File: src/rtl/seq_det_moore_prog.sv
// Programmable-pattern Moore sequence detector with a tick-rate sampler,
// saturating match counter and sticky config-error flag.
module seq_det_moore_prog #(
  parameter int             N           = 8,
  parameter int             LW          = 4,
  parameter int             CW          = 8,
  parameter int             TICK_DIV    = 50000000,
  parameter logic [N-1:0]   DEF_PATTERN = 8'b0000_0011,
  parameter int             DEF_LEN     = 4,
  parameter logic           DEF_OVERLAP = 1'b1
) (
  input  logic          Clock,
  input  logic          Reset,
  input  logic          w,
  input  logic [N-1:0]  cfg_pattern,
  input  logic [LW-1:0] cfg_len,
  input  logic          cfg_overlap,
  input  logic          cfg_load,
  output logic          z,
  output logic          tick,
  output logic [CW-1:0] match_count,
  output logic          cfg_err
);

  localparam int              CNTW     = (TICK_DIV > 1) ? $clog2(TICK_DIV) : 1;
  localparam logic [CNTW-1:0] CNT_LAST = CNTW'(TICK_DIV - 1);
  localparam logic [CW-1:0]   CNT_MAX  = '1;

  logic [CNTW-1:0] tick_cnt_reg;
  logic            tick_hit;

  logic [N-1:0]    act_pattern_reg;
  logic [LW-1:0]   act_len_reg;
  logic            act_overlap_reg;
  logic [N-1:0]    hist_reg;
  logic [LW-1:0]   fill_reg;
  logic            z_reg;
  logic [CW-1:0]   count_reg;
  logic            cfg_err_reg;

  logic [N-1:0]    len_mask;
  logic [N-1:0]    hist_next;
  logic [LW-1:0]   fill_inc;
  logic            match;
  logic            cfg_ok;

  // Free-running divider; cfg_load never touches it.
  always_ff @(posedge Clock or posedge Reset) begin
    if (Reset) begin
      tick_cnt_reg <= '0;
    end else if (tick_cnt_reg == CNT_LAST) begin
      tick_cnt_reg <= '0;
    end else begin
      tick_cnt_reg <= tick_cnt_reg + 1'b1;
    end
  end

  assign tick_hit = (tick_cnt_reg == CNT_LAST);
  assign tick     = tick_hit & ~Reset;

  // Only the low act_len bits of history and pattern take part in the compare.
  for (genvar gi = 0; gi < N; gi++) begin : g_mask
    assign len_mask[gi] = (LW'(gi) < act_len_reg);
  end

  always_comb begin
    hist_next = {hist_reg[N-2:0], w};
    fill_inc  = (fill_reg < act_len_reg) ? fill_reg + 1'b1 : act_len_reg;
    match     = (fill_inc == act_len_reg) &&
                (((hist_next ^ act_pattern_reg) & len_mask) == '0);
    cfg_ok    = (cfg_len != '0) && (cfg_len <= LW'(N));
  end

  always_ff @(posedge Clock or posedge Reset) begin
    if (Reset) begin
      act_pattern_reg <= DEF_PATTERN;
      act_len_reg     <= LW'(DEF_LEN);
      act_overlap_reg <= DEF_OVERLAP;
      hist_reg        <= '0;
      fill_reg        <= '0;
      z_reg           <= 1'b0;
      count_reg       <= '0;
      cfg_err_reg     <= 1'b0;
    end else if (cfg_load) begin
      // A load always wins over a coincident tick; that sample is dropped.
      if (cfg_ok) begin
        act_pattern_reg <= cfg_pattern;
        act_len_reg     <= cfg_len;
        act_overlap_reg <= cfg_overlap;
        hist_reg        <= '0;
        fill_reg        <= '0;
        z_reg           <= 1'b0;
        count_reg       <= '0;
        cfg_err_reg     <= 1'b0;
      end else begin
        cfg_err_reg     <= 1'b1;
      end
    end else if (tick_hit) begin
      hist_reg <= hist_next;
      fill_reg <= (match && !act_overlap_reg) ? '0 : fill_inc;
      z_reg    <= match;
      if (match && (count_reg != CNT_MAX)) begin
        count_reg <= count_reg + 1'b1;
      end
    end
  end

  assign z           = z_reg;
  assign match_count = count_reg;
  assign cfg_err     = cfg_err_reg;

endmodule

File: config.mk
export PLATFORM = sky130hd
export DESIGN_NAME = seq_det_moore_prog
export DESIGN_NICKNAME = d
export VERILOG_FILES = /design/src/rtl/seq_det_moore_prog.sv
export SDC_FILE = /design/constraint.sdc
export NUM_CORES = 1
export LEC_CHECK = 0
export CAP_MARGIN = 10
export CORE_MARGIN = 2
export CORE_UTILIZATION = 50
export CTS_CLUSTER_SIZE = 30
export DETAILED_ROUTE_END_ITERATION = 16
export HOLD_SLACK_MARGIN = 0.12
export MAX_ROUTING_LAYER = met4
export PLACE_DENSITY_LB_ADDON = 0.1
export SKIP_LAST_GASP = 1
export SLEW_MARGIN = 20
export SYNTH_ARGS = -nofsm -noshare
export SYNTH_HDL_FRONTEND = slang
export SYNTH_SLANG_ARGS = --single-unit
File: constraint.sdc
create_clock -name Clock -period 2.4 [get_ports Clock]
set_input_delay 0.48 -clock Clock [delete_from_list [all_inputs] [get_ports Clock]]
set_output_delay 0.48 -clock Clock [all_outputs]
set_load 0.02 [all_outputs]
Word-level counts from Yosys, hierarchy flattened
Index checks and enable logic that the tools add are counted.
- $add $sub $neg: 3
- magnitude comparators: 10
- eq/ne operators: 4
- muxes and demuxes: 16
- bitwise operators: 4
- reductions and logical operators: 12
- operators by type and width (cell ; count):
    8-bit 2-to-1 mux ; 4
    26-bit by 1-bit adder with 26-bit output (second input constant) ; 1
    26-bit == test (second input constant) ; 1
    26-bit 2-to-1 mux ; 1
    4-bit 2-to-1 mux ; 5
    3-bit by 4-bit < comparator with 1-bit output (first input constant) ; 4
    7-bit 2-to-1 mux ; 2
    8-bit by 1-bit adder with 8-bit output (second input constant) ; 1
    8-bit AND ; 1
    8-bit logical NOT ; 1
    1-bit by 4-bit < comparator with 1-bit output (first input constant) ; 2
    2-bit by 4-bit < comparator with 1-bit output (first input constant) ; 2
    8-bit != test (second input constant) ; 1
    8-bit bitwise XOR ; 1
    4-bit by 1-bit adder with 4-bit output (second input constant) ; 1
    4-bit == test ; 1
    4-bit less-or-equal comparator (second input constant) ; 1
    1-bit logical AND ; 4
    4-bit < comparator ; 1
    1-bit 2-to-1 mux ; 4
    2-bit AND reduction ; 2
    2-bit nonzero test ; 2
    4-bit nonzero test ; 1
    3-bit AND reduction ; 1
    4 further kinds ; 4
- flip-flop bits (word level): 60
- bits of input ports: 17
- output and inout port bits: 11
- word-level logic and storage cells: 58

Longest topological paths before layout
- depth after elaboration: 8
- depth in mapped cells: 9
- mapped depth without buffers: 7

Worst setup path after synthesis
OpenSTA, ideal clock, no wires.
- kind: reg-to-reg
- from: register act_len_reg[1]
- to: register count_reg[1], in the netlist match_count[1]
- arrival time: 2.162 ns
- data required time: 2.276 ns
- path slack: 0.114 ns
- cell stages (with the launch flop): 10
- clock period less this slack: 2.286 ns
- cells stage by stage: dfrtp_1 clkbuf_1 inv_1 ha_1 a21oi_1 o21ai_1 o211ai_1 buf_2 or2_1 mux2i_1
- longest elaborated chain between the ends: 7
- elaborated cells on any way between the ends: 17
- those cells by class: order compare: 9; eq/ne: 1; mux: 1; bitwise: 1; reduce/logical: 5
- ends and longest elaborated chain (item ; RTL line ; text):
    start, declared ; 33 ; logic [LW-1:0] act_len_reg;
    start signal, assigned ; 77 ; act_len_reg <= LW'(DEF_LEN);
    start signal, assigned ; 88 ; act_len_reg <= cfg_len;
    4-bit < comparator, or another cell as far along ; 68 ; fill_inc = (fill_reg < act_len_reg) ? fill_reg + 1'b1 : act_len_reg;
    4-bit 2-to-1 mux or 8-bit AND (tied branches) ; 68, 70 ;
    4-bit == test or 8-bit logical NOT (tied branches) ; 69, 70 ;
    1-bit logical AND (*) ; 69 ; match = (fill_inc == act_len_reg) &&
    1-bit logical AND (*) ; 102 ; if (match && (count_reg != CNT_MAX)) begin
    2-bit nonzero test (no source line) (*) ; n/a ;
    3-bit AND reduction (no source line) (*) ; n/a ;
    end signal, assigned ; 103 ; count_reg <= count_reg + 1'b1;
    end, declared ; 38 ; logic [CW-1:0] count_reg;
Mark *: on every way between the ends. The rest lies on a longest branch, timed or not.
A chain may end at the register's enable or synchronous reset.

Worst setup path in the final report
- from: register tick_cnt_reg[8]
- to: output tick
- longest elaborated chain between the ends: 2
- ends and longest elaborated chain (item ; RTL line ; text):
    start, declared ; 29 ; logic [CNTW-1:0] tick_cnt_reg;
    start signal, assigned ; 54 ; tick_cnt_reg <= tick_cnt_reg + 1'b1;
    26-bit == test ; 58 ; assign tick_hit = (tick_cnt_reg == CNT_LAST);
    1-bit AND ; 59 ; assign tick = tick_hit & ~Reset;
    end, declared ; 20 ; output logic tick,
Every way passes these cells.

==> impl_metrics.ini <==
[status]
status = finished, final reports clean

[synth]
synthTopCellsByArea = dfrtp_1 (45%), xnor2_1 (6.2%), xor2_1 (5.4%)
synth.avg_cell_area_sq_um = 10.4
yosysWarningCount = 0
yosysTopAreaCellShare = 0.453
yosysSeqAreaShare = 0.486
synth_top_flop_cell = dfrtp_1
netlist_area_sq_um = 3100
yosys.area.top_type = dfrtp_1
synthArstFlopShare = 1.00
synthDistinctLibCells = 46
yosys_register_bits = 60
syn_inst = 299
syn-num-nets = 322
synth_edf_count = 0

[clock_tree]
clock_path_buffers = 2
htree_levels = 3
cts-buffers-inserted = 9
cts_hold_buf = 0
worstSkewPairLatency_ns = 0.34
clockRootBuffer = clkbuf_8
clock-sinks = 60
clk_pin_slew_ns = 0.07
cts_tree = built

[setup_path]
reg2reg_setup_slack_ns = 0.16
reg2regPathDepth = 8
rr_endpoint = match_count[5]$_DFFE_PP0P_
r2r-start = act_len_reg[3]$_DFFE_PP0P_
crit_required_ns = 1.92
cp-end-kind = output pin
cp.arrival_ns = 1.83
crit_path_max_fanout = 4
critPathKind = reg -> out
cp-start-kind = flop

[route]
drt_iter0_markers = 139
vias = 2345
finalWirelength_microns = 6180
wl_per_cell_microns = 14.3
dr.pass1.iters = 4
drcViolationCount = 0
viasPerCell = 5.44
drtAntennaViolNets = 0

[flow_run]
maxCapViolations = 0

[timing]
slew_headroom = 0.690
grt_setup_unrepaired = true
tightestPinTransition_ns = 0.462
setup_viol = 0
slew_viol_final = 0
hold_viol_final = 0
period_minus_slack_ns = 2.31
fmax_ghz = 0.433
fin_skew_ns = 0.00889
timing.final.crit_share = 0.961

[global_route]
grt-ovfl-total = 0
grt_pass1_vias = 2336
grt_pass1_wl_microns = 10700
grt_max_degree = 39
antenna_found_initial = 0
grt.total_usage = 0.215

[floorplanning]
core.rowCount = 28
coreArea_sq_um = 5960
die-area_sq_um = 6840
start_util = 0.520
dieWidth_microns = 82.7
fp.dieH_microns = 82.7
ios = 28

[min_path]
holdPathEnd = tick_cnt_reg[4]$_DFF_PP0_
min_path_type = reg -> reg
hold_start = tick_cnt_reg[4]$_DFF_PP0_
whs_path_depth = 1

[pwr]
p_leak_nw = 1.71
peakVddDrop_mv = 0.422
total_power_mw = 2.15
power.density_nw_per_um2 = 566

[placed_design]
place_area_sq_um = 3600
place_congestion = 0.823
dpl.hpwl_microns = 4350
io_buffers = 27

[final_layout]
final_common_cell = dfrtp_1
drive_gt1_frac = 0.185
layout_common_cells = dfrtp_1 (56), nand3_1 (32), nand2_1 (30), clkdlybuf4s50_1 (26)
syn_to_final_growth_pct = 22.8
finalNetCount = 374
largest_reg_flops = 26
final_cell_area_sq_um = 3800
antenna_cells = 0
-- cell families after synthesis --
logic type	count (synthesis)	share of synthesized area
muxes	16	0.0574
buffers and inverters	16	0.0198
and+or+nand+nor	127	0.225
DFF	60	0.486
AOI/OAI and AO/OA	33	0.0715
xor gates and xnor gates	41	0.116
adders and majority gates	6	0.0242
-- area by class of cell --
cell class / count / area, sq um
Sequential cell: 60 / 1510
Fill cell: 507 / 2150
Inverter: 7 / 26.3
Tap cell: 75 / 93.8
Multi-Input combinational cell: 223 / 1560
Clock inverter: 2 / 10.0
Timing Repair Buffer: 50 / 457
Clock buffer: 14 / 153
-- metrics by stage --
stage	TNS [ns]	utilization	cells	hold slack (ns)	setup WS, ns
after floorplan	0	-	299	0.451	0.114
after global placement	-0.0235	0.604	413	0.474	-0.0120
after detailed placement	-0.187	0.604	413	0.475	-0.0819
after CTS	0	0.631	429	0.489	0.0220
after global routing	-0.0190	0.638	431	0.536	-0.0144
final	0	0.638	431	0.489	0.0927
-- routing by layer --
layer | wire [microns] | track usage | vias up
met1 | 3040 | 0.292 | 1146
met5 | 0 | - | -
met4 | 91 | 0.0803 | 0
met3 | 182 | 0.0533 | 7
li1 | - | - | 1161
met2 | 2870 | 0.312 | 31
-- Yosys cell counts (2+ instances only) --
cell and count:
mux2i_1 2, nand4_1 3, o22ai_1 3, and3_1 8, a211o_1 2, nand3_1 32
inv_1 7, a21o_1 3, a211oi_1 2, nand2b_1 3, nand2_1 30, nor4b_2 2
ha_1 6, nor3_1 7, xor2_1 19, nor2_1 21, xnor2_1 22, dfstp_2 4
clkbuf_1 8, nor4_1 6, a21oi_1 6, o211ai_1 2, o21ai_0 8, dfrtp_1 56
nor4b_1 3, mux2_2 14
-- what timing repair did --
item                                    in CTS  in global routing
buffers inserted                             0                  2
pin swaps                                    0                  2
gates resized for setup                      4                  4
endpoints found under the setup margin       1                  4
-- critical path, stage by stage, from the launching register on --
cell             delay, ns
dfrtp_1               0.44
nor4b_4               0.31
nand4_2               0.20
nor4_2                0.25
clkdlybuf4s15_2       0.29
-- worst max path at each step --
stage | from | endpoint | slack [ns]
2_1_floorplan | act_len_reg[1]$_DFFE_PP0P_ | match_count[1]$_DFFE_PP0P_ | 0.11
3_3_place_gp | w | match_count[2]$_DFFE_PP0P_ | -0.01
3_5_place_dp | w | match_count[2]$_DFFE_PP0P_ | -0.08
4_1_cts | tick_cnt_reg[8]$_DFF_PP0_ | tick | 0.02
5_1_grt | tick_cnt_reg[8]$_DFF_PP0_ | tick | -0.01
6_report | tick_cnt_reg[8]$_DFF_PP0_ | tick | 0.09
-- report_power, final --
group	switching (mW)	internal, mW
Clock	0.382	0.401
Combinational	0.123	0.136
Sequential	0.0443	1.06
Total	0.550	1.60
Power figures use the tool's default switching activity.
